==> config.mk <==
export PLATFORM = sky130hd
export DESIGN_NAME = adder_measure_sequencer
export DESIGN_NICKNAME = d
export VERILOG_FILES = /design/src/rtl/adder_measure_sequencer_pkg.sv /design/src/rtl/adder_measure_sequencer.sv
export SDC_FILE = /design/constraint.sdc
export NUM_CORES = 1
export LEC_CHECK = 0
export CORE_UTILIZATION = 41
export CTS_CLUSTER_DIAMETER = 40
export DETAILED_ROUTE_END_ITERATION = 10
export PLACE_DENSITY_LB_ADDON = 0.08
export SLEW_MARGIN = 20
export SYNTH_ARGS = -nofsm -noshare
export SYNTH_HDL_FRONTEND = slang
export SYNTH_SLANG_ARGS = --single-unit
==> constraint.sdc <==
create_clock -name wb_clk_i -period 3.6 [get_ports wb_clk_i]
set_input_delay 0.54 -clock wb_clk_i [delete_from_list [all_inputs] [get_ports wb_clk_i]]
set_output_delay 0.54 -clock wb_clk_i [all_outputs]
set_load 0.01 [all_outputs]
==> src/rtl/adder_measure_sequencer_pkg.sv <==
// adder_measure_sequencer_pkg: shared state encoding and default widths for the measurement sequencer
package adder_measure_sequencer_pkg;

    localparam int DEF_WIDTH  = 32;
    localparam int DEF_CNT_W  = 32;
    localparam int DEF_SETTLE = 2;

    localparam logic [2:0] ST_IDLE   = 3'd0;
    localparam logic [2:0] ST_LOAD   = 3'd1;
    localparam logic [2:0] ST_RUN    = 3'd2;
    localparam logic [2:0] ST_SETTLE = 3'd3;
    localparam logic [2:0] ST_RESP   = 3'd4;

endpackage

==> src/rtl/adder_measure_sequencer.sv <==
// adder_measure_sequencer: drives one instrumented-adder measurement per host command and returns sum and ring count
module adder_measure_sequencer
    import adder_measure_sequencer_pkg::*;
#(
    parameter int WIDTH  = DEF_WIDTH,
    parameter int CNT_W  = DEF_CNT_W,
    parameter int SETTLE = DEF_SETTLE
) (
    input  logic             wb_clk_i,
    input  logic             wb_rst_ni,
    input  logic             cmd_valid,
    output logic             cmd_ready,
    input  logic [WIDTH-1:0] cmd_a,
    input  logic [WIDTH-1:0] cmd_b,
    input  logic [CNT_W-1:0] cmd_cycles,
    output logic             rsp_valid,
    input  logic             rsp_ready,
    output logic [WIDTH-1:0] rsp_sum,
    output logic [CNT_W-1:0] rsp_count,
    output logic [WIDTH-1:0] adder_a,
    output logic [WIDTH-1:0] adder_b,
    output logic             adder_cnt_clr,
    output logic             adder_run,
    input  logic [WIDTH-1:0] adder_sum,
    input  logic [CNT_W-1:0] adder_count
);

    localparam logic [CNT_W-1:0] CNT_ONE    = CNT_W'(1);
    localparam logic [CNT_W-1:0] SETTLE_CNT = CNT_W'(SETTLE);

    logic [2:0]       state, state_nx;
    logic [CNT_W-1:0] cnt, cnt_nx;
    logic             accept, sample;

    assign accept = (state == ST_IDLE) && cmd_valid;
    assign sample = (state == ST_SETTLE) && (cnt == CNT_ONE);

    // Next state; one down-counter serves the run window and then the settle wait.
    always_comb begin
        state_nx = state;
        cnt_nx   = cnt;
        case (state)
            ST_IDLE: begin
                state_nx = cmd_valid ? ST_LOAD : ST_IDLE;
                cnt_nx   = cmd_valid ? cmd_cycles : cnt;
            end
            ST_LOAD: begin
                state_nx = (cnt != '0) ? ST_RUN : ST_SETTLE;
                cnt_nx   = (cnt != '0) ? cnt : SETTLE_CNT;
            end
            ST_RUN: begin
                state_nx = (cnt == CNT_ONE) ? ST_SETTLE : ST_RUN;
                cnt_nx   = (cnt == CNT_ONE) ? SETTLE_CNT : cnt - CNT_ONE;
            end
            ST_SETTLE: begin
                state_nx = (cnt == CNT_ONE) ? ST_RESP : ST_SETTLE;
                cnt_nx   = cnt - CNT_ONE;
            end
            ST_RESP: state_nx = rsp_ready ? ST_IDLE : ST_RESP;
            default: state_nx = ST_IDLE;
        endcase
    end

    // State, counter and every output are registered; control outputs decode the next state so they align with it.
    always_ff @(posedge wb_clk_i or negedge wb_rst_ni) begin
        if (!wb_rst_ni) begin
            state         <= ST_IDLE;
            cnt           <= '0;
            cmd_ready     <= 1'b1;
            rsp_valid     <= 1'b0;
            adder_run     <= 1'b0;
            adder_cnt_clr <= 1'b0;
            adder_a       <= '0;
            adder_b       <= '0;
            rsp_sum       <= '0;
            rsp_count     <= '0;
        end else begin
            state         <= state_nx;
            cnt           <= cnt_nx;
            cmd_ready     <= state_nx == ST_IDLE;
            rsp_valid     <= state_nx == ST_RESP;
            adder_run     <= state_nx == ST_RUN;
            adder_cnt_clr <= state_nx == ST_LOAD;
            if (accept) begin
                adder_a <= cmd_a;
                adder_b <= cmd_b;
            end
            if (sample) begin
                rsp_sum   <= adder_sum;
                rsp_count <= adder_count;
            end
        end
    end

endmodule

Yosys cells after proc, flatten, opt, wreduce, memory -nomap -nowiden

Cells that the tools add are included.

Register bits after elaboration: 167
Input bits: 164
Output and inout bits: 132
Word-level logic and storage cells: 38

Add/subtract/negate cells: 1
Equality and inequality tests: 10
Multiplexer cells: 10
Reduce and logical (&&, ||, !) cells: 7

Operator list:

| cell                                                 | count |
|---|---|
| one-hot mux 32 bit (4 select lines)                  | 1 |
| 2-to-1 mux 32 bit                                    | 3 |
| equality test 32 x 1 -> 1 bit, second input constant | 1 |
| nonzero test 32 bit                                  | 1 |
| subtractor 32 x 1 -> 32 bit, second input constant   | 1 |
| one-hot mux 3 bit (5 select lines)                   | 1 |
| equality test 3 x 2 -> 1 bit, second input constant  | 3 |
| equality test 3 x 1 -> 1 bit, second input constant  | 2 |
| equality test 3 bit, second input constant           | 2 |
| zero test 3 bit                                      | 2 |
| 2-to-1 mux 3 bit                                     | 2 |
| inequality test 2 bit, second input constant         | 2 |
| nonzero test 4 bit                                   | 1 |
| 2-to-1 mux 1 bit                                     | 3 |
| AND reduction 3 bit                                  | 1 |
| logical AND 1 bit                                    | 2 |

Logic depth before layout (Yosys ltp)

Gate-level depths: netlist of run 1.

Depth after elaboration: 4
Mapped depth: 10
Mapped depth without buffers: 7

Worst setup path before layout of run 1

No wires, ideal clock.

Kind: register -> register
From: reg cnt[16]
To: reg rsp_count[10]
Setup time: 0.127 ns
Data arrival time: 2.423 ns
Data required time: 3.473 ns
Path slack: 1.049 ns
Stages on the path, launching flop included: 11
Path buffers: 5
Period minus slack after synthesis: 2.551 ns
Cell sequence: dfrtp_1 buf_6 or4_4 buf_6 or2_1 buf_6 nor4_1 and3_1 buf_4 buf_6 mux2_1

Cells in the longest elaborated chain, start to end: 2

Ends and longest elaborated chain:

| item                          | RTL line                      | text |
|---|---|---|
| from (decl)                   | adder_measure_sequencer.sv:32 | `logic [CNT_W-1:0] cnt, cnt_nx;` |
| from (signal assigned)        | adder_measure_sequencer.sv:79 | `cnt <= cnt_nx;` |
| equality test 32 x 1 -> 1 bit | adder_measure_sequencer.sv:36 | `assign sample = (state == ST_SETTLE) && (cnt == CNT_ONE);` |
| logical AND 1 bit             | adder_measure_sequencer.sv:36 |  |
| to (signal assigned)          | adder_measure_sequencer.sv:90 | `rsp_count <= adder_count;` |
| to (decl)                     | adder_measure_sequencer.sv:19 | `output logic [CNT_W-1:0] rsp_count,` |

Every way passes these cells.
A chain may end at the register's enable or synchronous reset.

Final worst setup path of run 1

From: reg cnt[16]
To: reg rsp_sum[9]

Cells in the longest elaborated chain, start to end: 2

Ends and longest elaborated chain:

| item                          | RTL line                      | text |
|---|---|---|
| equality test 32 x 1 -> 1 bit | adder_measure_sequencer.sv:36 |  |
| logical AND 1 bit             | adder_measure_sequencer.sv:36 |  |
| to (signal assigned)          | adder_measure_sequencer.sv:89 | `rsp_sum <= adder_sum;` |
| to (decl)                     | adder_measure_sequencer.sv:18 | `output logic [WIDTH-1:0] rsp_sum,` |

Every way passes these cells.

==> flow_metrics.py, run 1 <==
metrics = {
    "status": {
        "status": "completed",
    },
    "critical_path": {
        "timing.rr.start": "cnt[16]",
        "cp_cell_sequence": "or4_4, or2_1, nor4_1, and3_2, buf_12, mux2_1",
        "critPathMaxFanout": 64,
        "r2r_setup_slack_ns": 0.72,
        "r2r-end": "rsp_sum[9]",
        "slowest_stage": "or4_4",
        "endpoint_kind": "flop",
        "slowest_delay_ns": 0.56,
        "worstPathRequired_ns": 3.90,
        "crit_arrival_ns": 3.18,
        "path_class": "reg -> reg",
        "startpoint_type": "flop",
        "cp_num_cells": 6,
        "ff2ff_path_depth": 6,
        "path_buf_inv": 1,
        "critPathTopFamily": "simple AND/OR/NAND/NOR gates",
    },
    "detailed_routing": {
        "drc": 0,
        "viasPerCell": 5.33,
        "via_count": 5788,
        "wirelength_mm": 20.5,
        "drt-initial-drc-count": 307,
        "wire_per_inst_um": 18.9,
        "dr.pass1.iters": 4,
        "ant_nets": 0,
    },
    "grt": {
        "grt-busiest-layer": "met2",
        "overflow": 0,
        "grt_pass1_vias": 5885,
        "grt_start_max_net_pins": 90,
        "gr-usage-met2_pct": 38.6,
        "grt_pass1_wl_mm": 31.6,
        "use_met1_pct": 26.1,
        "track_usage_pct": 22.5,
        "antenna_found_initial": 1,
        "grt_util_met3_pct": 6.40,
    },
    "placement": {
        "postPlaceCellArea_sq_mm": 0.0105,
        "detailedPlacementHpwl_mm": 15.1,
        "place_congestion": 0.856,
        "placed_cells": 1055,
        "io_buffers": 295,
    },
    "clocking": {
        "hold_buffers": 0,
        "cts_tree": "yes",
        "cts_buffers": 17,
        "htreeDepth": 4,
        "clock_latency_ns": 0.42,
        "cts.sinks": 167,
        "postCtsSetupRepairBufs": 0,
        "cts_buffer_depth": 2,
        "post_cts_resized": 0,
        "path_clk_slew_ns": 0.07,
        "root_buffer": "clkbuf_16",
    },
    "floorplanning": {
        "dieArea_sq_mm": 0.0184,
        "design.core.area_sq_mm": 0.0174,
        "fp-row-count": 48,
        "chipWidth_um": 136,
        "initial_core_util_pct": 42.2,
        "die_h_um": 136,
        "ioPinCount": 296,
    },
    "synth": {
        "synthArstFlopShare_pct": 100,
        "syn_avg_cell_area_sq_um": 13.0,
        "synth_seq_cells": 167,
        "ys_warn_count": 0,
        "post-synth-top-count-cell": "dfrtp_1",
        "netlist_instances": 565,
        "synthTopCellsByArea": "dfrtp_1, mux2_1, mux2_2, a22o_1, buf_6",
        "synth_edf_count": 0,
        "ys_seq_area_share_pct": 57.1,
        "ys.flop_type": "dfrtp_1",
        "synth_fp_nets": 732,
        "synthTopCellsByCount": "dfrtp_1, mux2_1, mux2_2",
        "syn-cell-area_sq_mm": 0.00732,
        "yosysTopAreaCellShare_pct": 56.8,
        "synth_top_area_cell": "dfrtp_1",
        "yosysUniqueCellTypes": 55,
    },
    "timing": {
        "slew_violations": 0,
        "whs_ns": 0.162,
        "finalCriticalPeriod_ns": 2.88,
        "final.setup.tns_ns": 0,
        "max_freq_mhz": 347,
        "slew_headroom_pct": 43.5,
        "period_share_pct": 80.0,
        "clock_skew_ns": 0.00903,
        "hold_viol": 0,
        "worst_pin_slew_ns": 0.847,
        "rsz0062_at_grt": "false",
        "finalSetupViolations": 0,
    },
    "min_path": {
        "hp-class": "in -> async",
    },
    "finish": {
        "area_growth_syn_to_layout_pct": 50.5,
        "drive_above_1_share_pct": 13.5,
        "stdcell_area_sq_mm": 0.0110,
        "layout.cells.non_filler": 1086,
        "nets": 1016,
        "antennaDiodeCount": 0,
    },
    "power": {
        "p_leak_uw": 0.00472,
        "p_per_area_mw_per_mm2": 539,
        "peakVddDrop_mv": 0.320,
    },
    "flow_run": {
        "drv_cap": 0,
    },
}
[cells in the final DEF (no fill, tap or decap), types with 4 or more instances in the layout]
master,Yosys,final
o31ai_1,10,9
buf_4,3,9
nand4_1,4,4
o21ai_1,21,21
a21o_1,4,4
or4_1,4,4
nor2_1,15,15
a22oi_1,5,5
o21ai_0,15,15
clkinvlp_4,0,4
nor4_1,17,17
inv_1,5,5
inv_6,0,4
clkdlybuf4s50_1,0,294
a22o_1,21,21
dfrtp_1,166,166
or3_1,4,4
o2bb2ai_1,7,7
mux2_2,64,64
nand2_1,25,25
clkbuf_16,0,17
nand3_1,6,6
a21oi_1,8,8
mux2_1,64,64
nor3_1,15,15
[cell type report]
| cell class | count | area (sq um) |
|---|---|---|
| Fill cell | 1356 | 6340 |
| Inverter | 5 | 18.8 |
| Timing Repair Buffer | 307 | 3080 |
| Multi-Input combinational cell | 351 | 2890 |
| Sequential cell | 167 | 4180 |
| Clock buffer | 19 | 443 |
| Clock inverter | 12 | 120 |
| Tap cell | 225 | 282 |
[kinds of logic (layout without fill, tap and decap cells)]
kind of cell,after synthesis,count (layout),share of synthesized area [%]
buf+inv,47,343,3.81
flops,167,167,57.1
fa+ha+maj,3,3,0.513
xor+xnor,1,1,0.120
simple gates,108,108,7.93
compound gates,111,111,10.8
mux,128,128,19.7
[state kept, by name, summed over array words and instances, names as in the netlist]
name / cells
adder_a: 32
adder_b: 32
adder_cnt_clr: 1
adder_run: 1
cmd_ready: 1
cnt: 32
rsp_count: 32
rsp_sum: 32
rsp_valid: 1
state: 3
[how the worst max path moves through the flow]
stage | startpoint | end | slack [ns]
final | cnt[16] | rsp_sum[9] | 0.72
after global routing | cnt[16] | rsp_sum[19] | 0.64
after CTS | cnt[16] | rsp_count[22] | 0.75
after detailed placement | cnt[16] | rsp_count[22] | 0.76
after global placement | cnt[16] | rsp_count[25] | 0.85
after floorplan | cnt[16] | rsp_count[10] | 1.05
[power by group]
part           switching (uW)  internal [uW]
registers                 358           2250
clock network             767            979
logic                     643            935
total                    1770           4160
[metrics by stage]
stage	setup slack, ns	power, uW	utilization [%]
floorplan	1.05	3370	-
global placement	0.847	4140	60.2
detailed placement	0.759	4210	60.2
CTS	0.755	5990	63.5
global route	0.636	6240	63.5
finish	0.721	5930	63.5
[metal layers]
metal / share of wire, % / routed length [um]
met1: 38 / 7850
met2: 51 / 10500
met3: 8.0 / 1640
met4: 2.3 / 473
met5: 0.063 / 13
Power figures use the tool's default switching activity.
==> run 2, diff against run 1 <==
clock period = 2.8 ns   (was 3.6 ns; I/O delays follow)
==> run 2 against run 1 <==
First-iteration DRC count shrank 17%. Register-to-register slack worse by 0.54 ns. Combinational power increased by 34%. Wire length fell by 0.58%. Clock skew barely moved. Highest routed layer is now met4.
==> flow_metrics.py, run 2 (same netlist as run 1, synthesis figures left out) <==
metrics = {
    "status": {
        "status": "completed",
    },
    "detailed_routing": {
        "via_count": 5831,
        "ant_nets": 0,
        "wire_per_inst_um": 18.5,
        "dr.pass1.iters": 4,
        "viasPerCell": 5.29,
        "drc": 0,
        "wirelength_mm": 20.4,
        "drt-initial-drc-count": 255,
    },
    "floorplanning": {
        "ioPinCount": 296,
        "chipWidth_um": 136,
        "die_h_um": 136,
        "design.core.area_sq_mm": 0.0174,
        "dieArea_sq_mm": 0.0184,
        "initial_core_util_pct": 42.2,
        "fp-row-count": 48,
    },
    "clocking": {
        "cts.sinks": 167,
        "postCtsSetupRepairBufs": 0,
        "cts_tree": "yes",
        "cts_buffers": 17,
        "root_buffer": "clkbuf_16",
        "cts_buffer_depth": 2,
        "path_clk_slew_ns": 0.07,
        "htreeDepth": 4,
        "clock_latency_ns": 0.43,
    },
    "critical_path": {
        "r2r_setup_slack_ns": 0.18,
        "endpoint_kind": "flop",
        "startpoint_type": "flop",
        "path_class": "reg -> reg",
        "slowest_delay_ns": 0.56,
        "critPathMaxFanout": 36,
        "slowest_stage": "or4_4",
        "crit_arrival_ns": 2.92,
        "cp_cell_sequence": "or4_4, or2_4, nor4_1, and3_2, buf_12, mux2_1",
        "worstPathRequired_ns": 3.10,
    },
    "flow_run": {
        "drv_cap": 0,
    },
    "timing": {
        "clock_skew_ns": 0.00854,
        "finalCriticalPeriod_ns": 2.62,
        "worst_pin_slew_ns": 0.712,
        "max_freq_mhz": 381,
        "final.setup.tns_ns": 0,
        "hold_viol": 0,
        "period_share_pct": 93.6,
        "slew_headroom_pct": 52.5,
        "rsz0062_at_grt": "false",
        "slew_violations": 0,
        "finalSetupViolations": 0,
    },
    "finish": {
        "register_area_sq_mm": 0.00418,
        "final_cell_mix": "clkdlybuf4s50_1, dfrtp_1, mux2_2, mux2_1, nand2_1",
        "drive_above_1_share_pct": 15.1,
        "postLayoutCoreUtil_pct": 64.9,
        "nFillCells": 1313,
        "stdcell_area_sq_mm": 0.0113,
        "area_growth_syn_to_layout_pct": 54.0,
        "multi_input_area_sq_mm": 0.00289,
        "nets": 1030,
        "layout_commonest_cell": "clkdlybuf4s50_1",
    },
    "grt": {
        "track_usage_pct": 22.9,
        "grt_pass1_vias": 6018,
        "overflow": 0,
        "grt_pass1_wl_mm": 32.2,
        "grt_start_max_net_pins": 66,
        "antenna_found_initial": 1,
    },
    "placement": {
        "place_congestion": 0.886,
        "io_buffers": 295,
        "postPlaceCellArea_sq_mm": 0.0106,
        "detailedPlacementHpwl_mm": 15.2,
    },
    "min_path": {
        "hp-class": "reg -> reg",
    },
    "power": {
        "p_leak_uw": 0.00486,
        "p_per_area_mw_per_mm2": 717,
        "peakVddDrop_mv": 0.435,
    },
}
run 2: area by class of cell:
cell class	count	area share, %
timing repair buffer	321	28.6
clock inverter	13	1.90
tap	225	2.50
inverter	5	0.167
sequential	167	37.1
antenna	1	0.0222
multi-input combinational	351	25.7
clock buffer	19	4.02
run 2: worst paths after layout:
kind / depth (start not counted) / start / to
max: 6 / cnt[16] / rsp_sum[12]
min: 1 / cnt[22] / cnt[22]
max reg2reg: 6 / cnt[16] / rsp_sum[12]
min reg2reg: 1 / cnt[22] / cnt[22]
max in group asynchronous: 3 / wb_rst_ni / rsp_count[20]
min in group asynchronous: 2 / wb_rst_ni / cnt[11]
run 2: timing repair:
action,4_1_cts,5_1_grt
endpoints found under the hold margin,1,0
gates resized for setup,0,1
hold buffers,1,0
endpoints found under the setup margin,0,64
run 2: metal layers:
layer,global-route usage (%),part of all wire [%],wire length (um)
met4,11.3,3.5,703
met5,0,0,0
met2,38.1,50,10100
met1,27.1,39,7940
met3,6.43,7.8,1580
run 2: worst max-delay path, delay by kind of cell (launching register included):
kind	cells	cell delay (ns)
mux	1	0.36
simple gates	4	1.42
flops	1	0.46
buf+inv	1	0.23
run 2: stage by stage:
| step | hold WS, ns | setup WS (ns) | total power [uW] | cells |
|---|---|---|---|---|
| CTS | 0.476 | 0.0723 | 8140 | 1101 |
| detailed placement | 0.458 | 0.0960 | 5480 | 1068 |
| finish | 0.475 | 0.179 | 8080 | 1102 |
| global route | 0.504 | 0.0422 | 8500 | 1102 |
| floorplan | 0.124 | 0.249 | 4330 | 565 |
| global placement | 0.457 | 0.171 | 5390 | 1068 |
run 2: power by group:
group          switching, uW  internal [uW]
Clock                    989           1640
Combinational            851           1260
Sequential               443           2890
Total                   2280           5800
==> run 3, diff against run 2 <==
TNS_END_PERCENT = 1   (was not set)
==> results of run 3 <==
No change in the layout: final DEF, timing and power equal those of run 2.
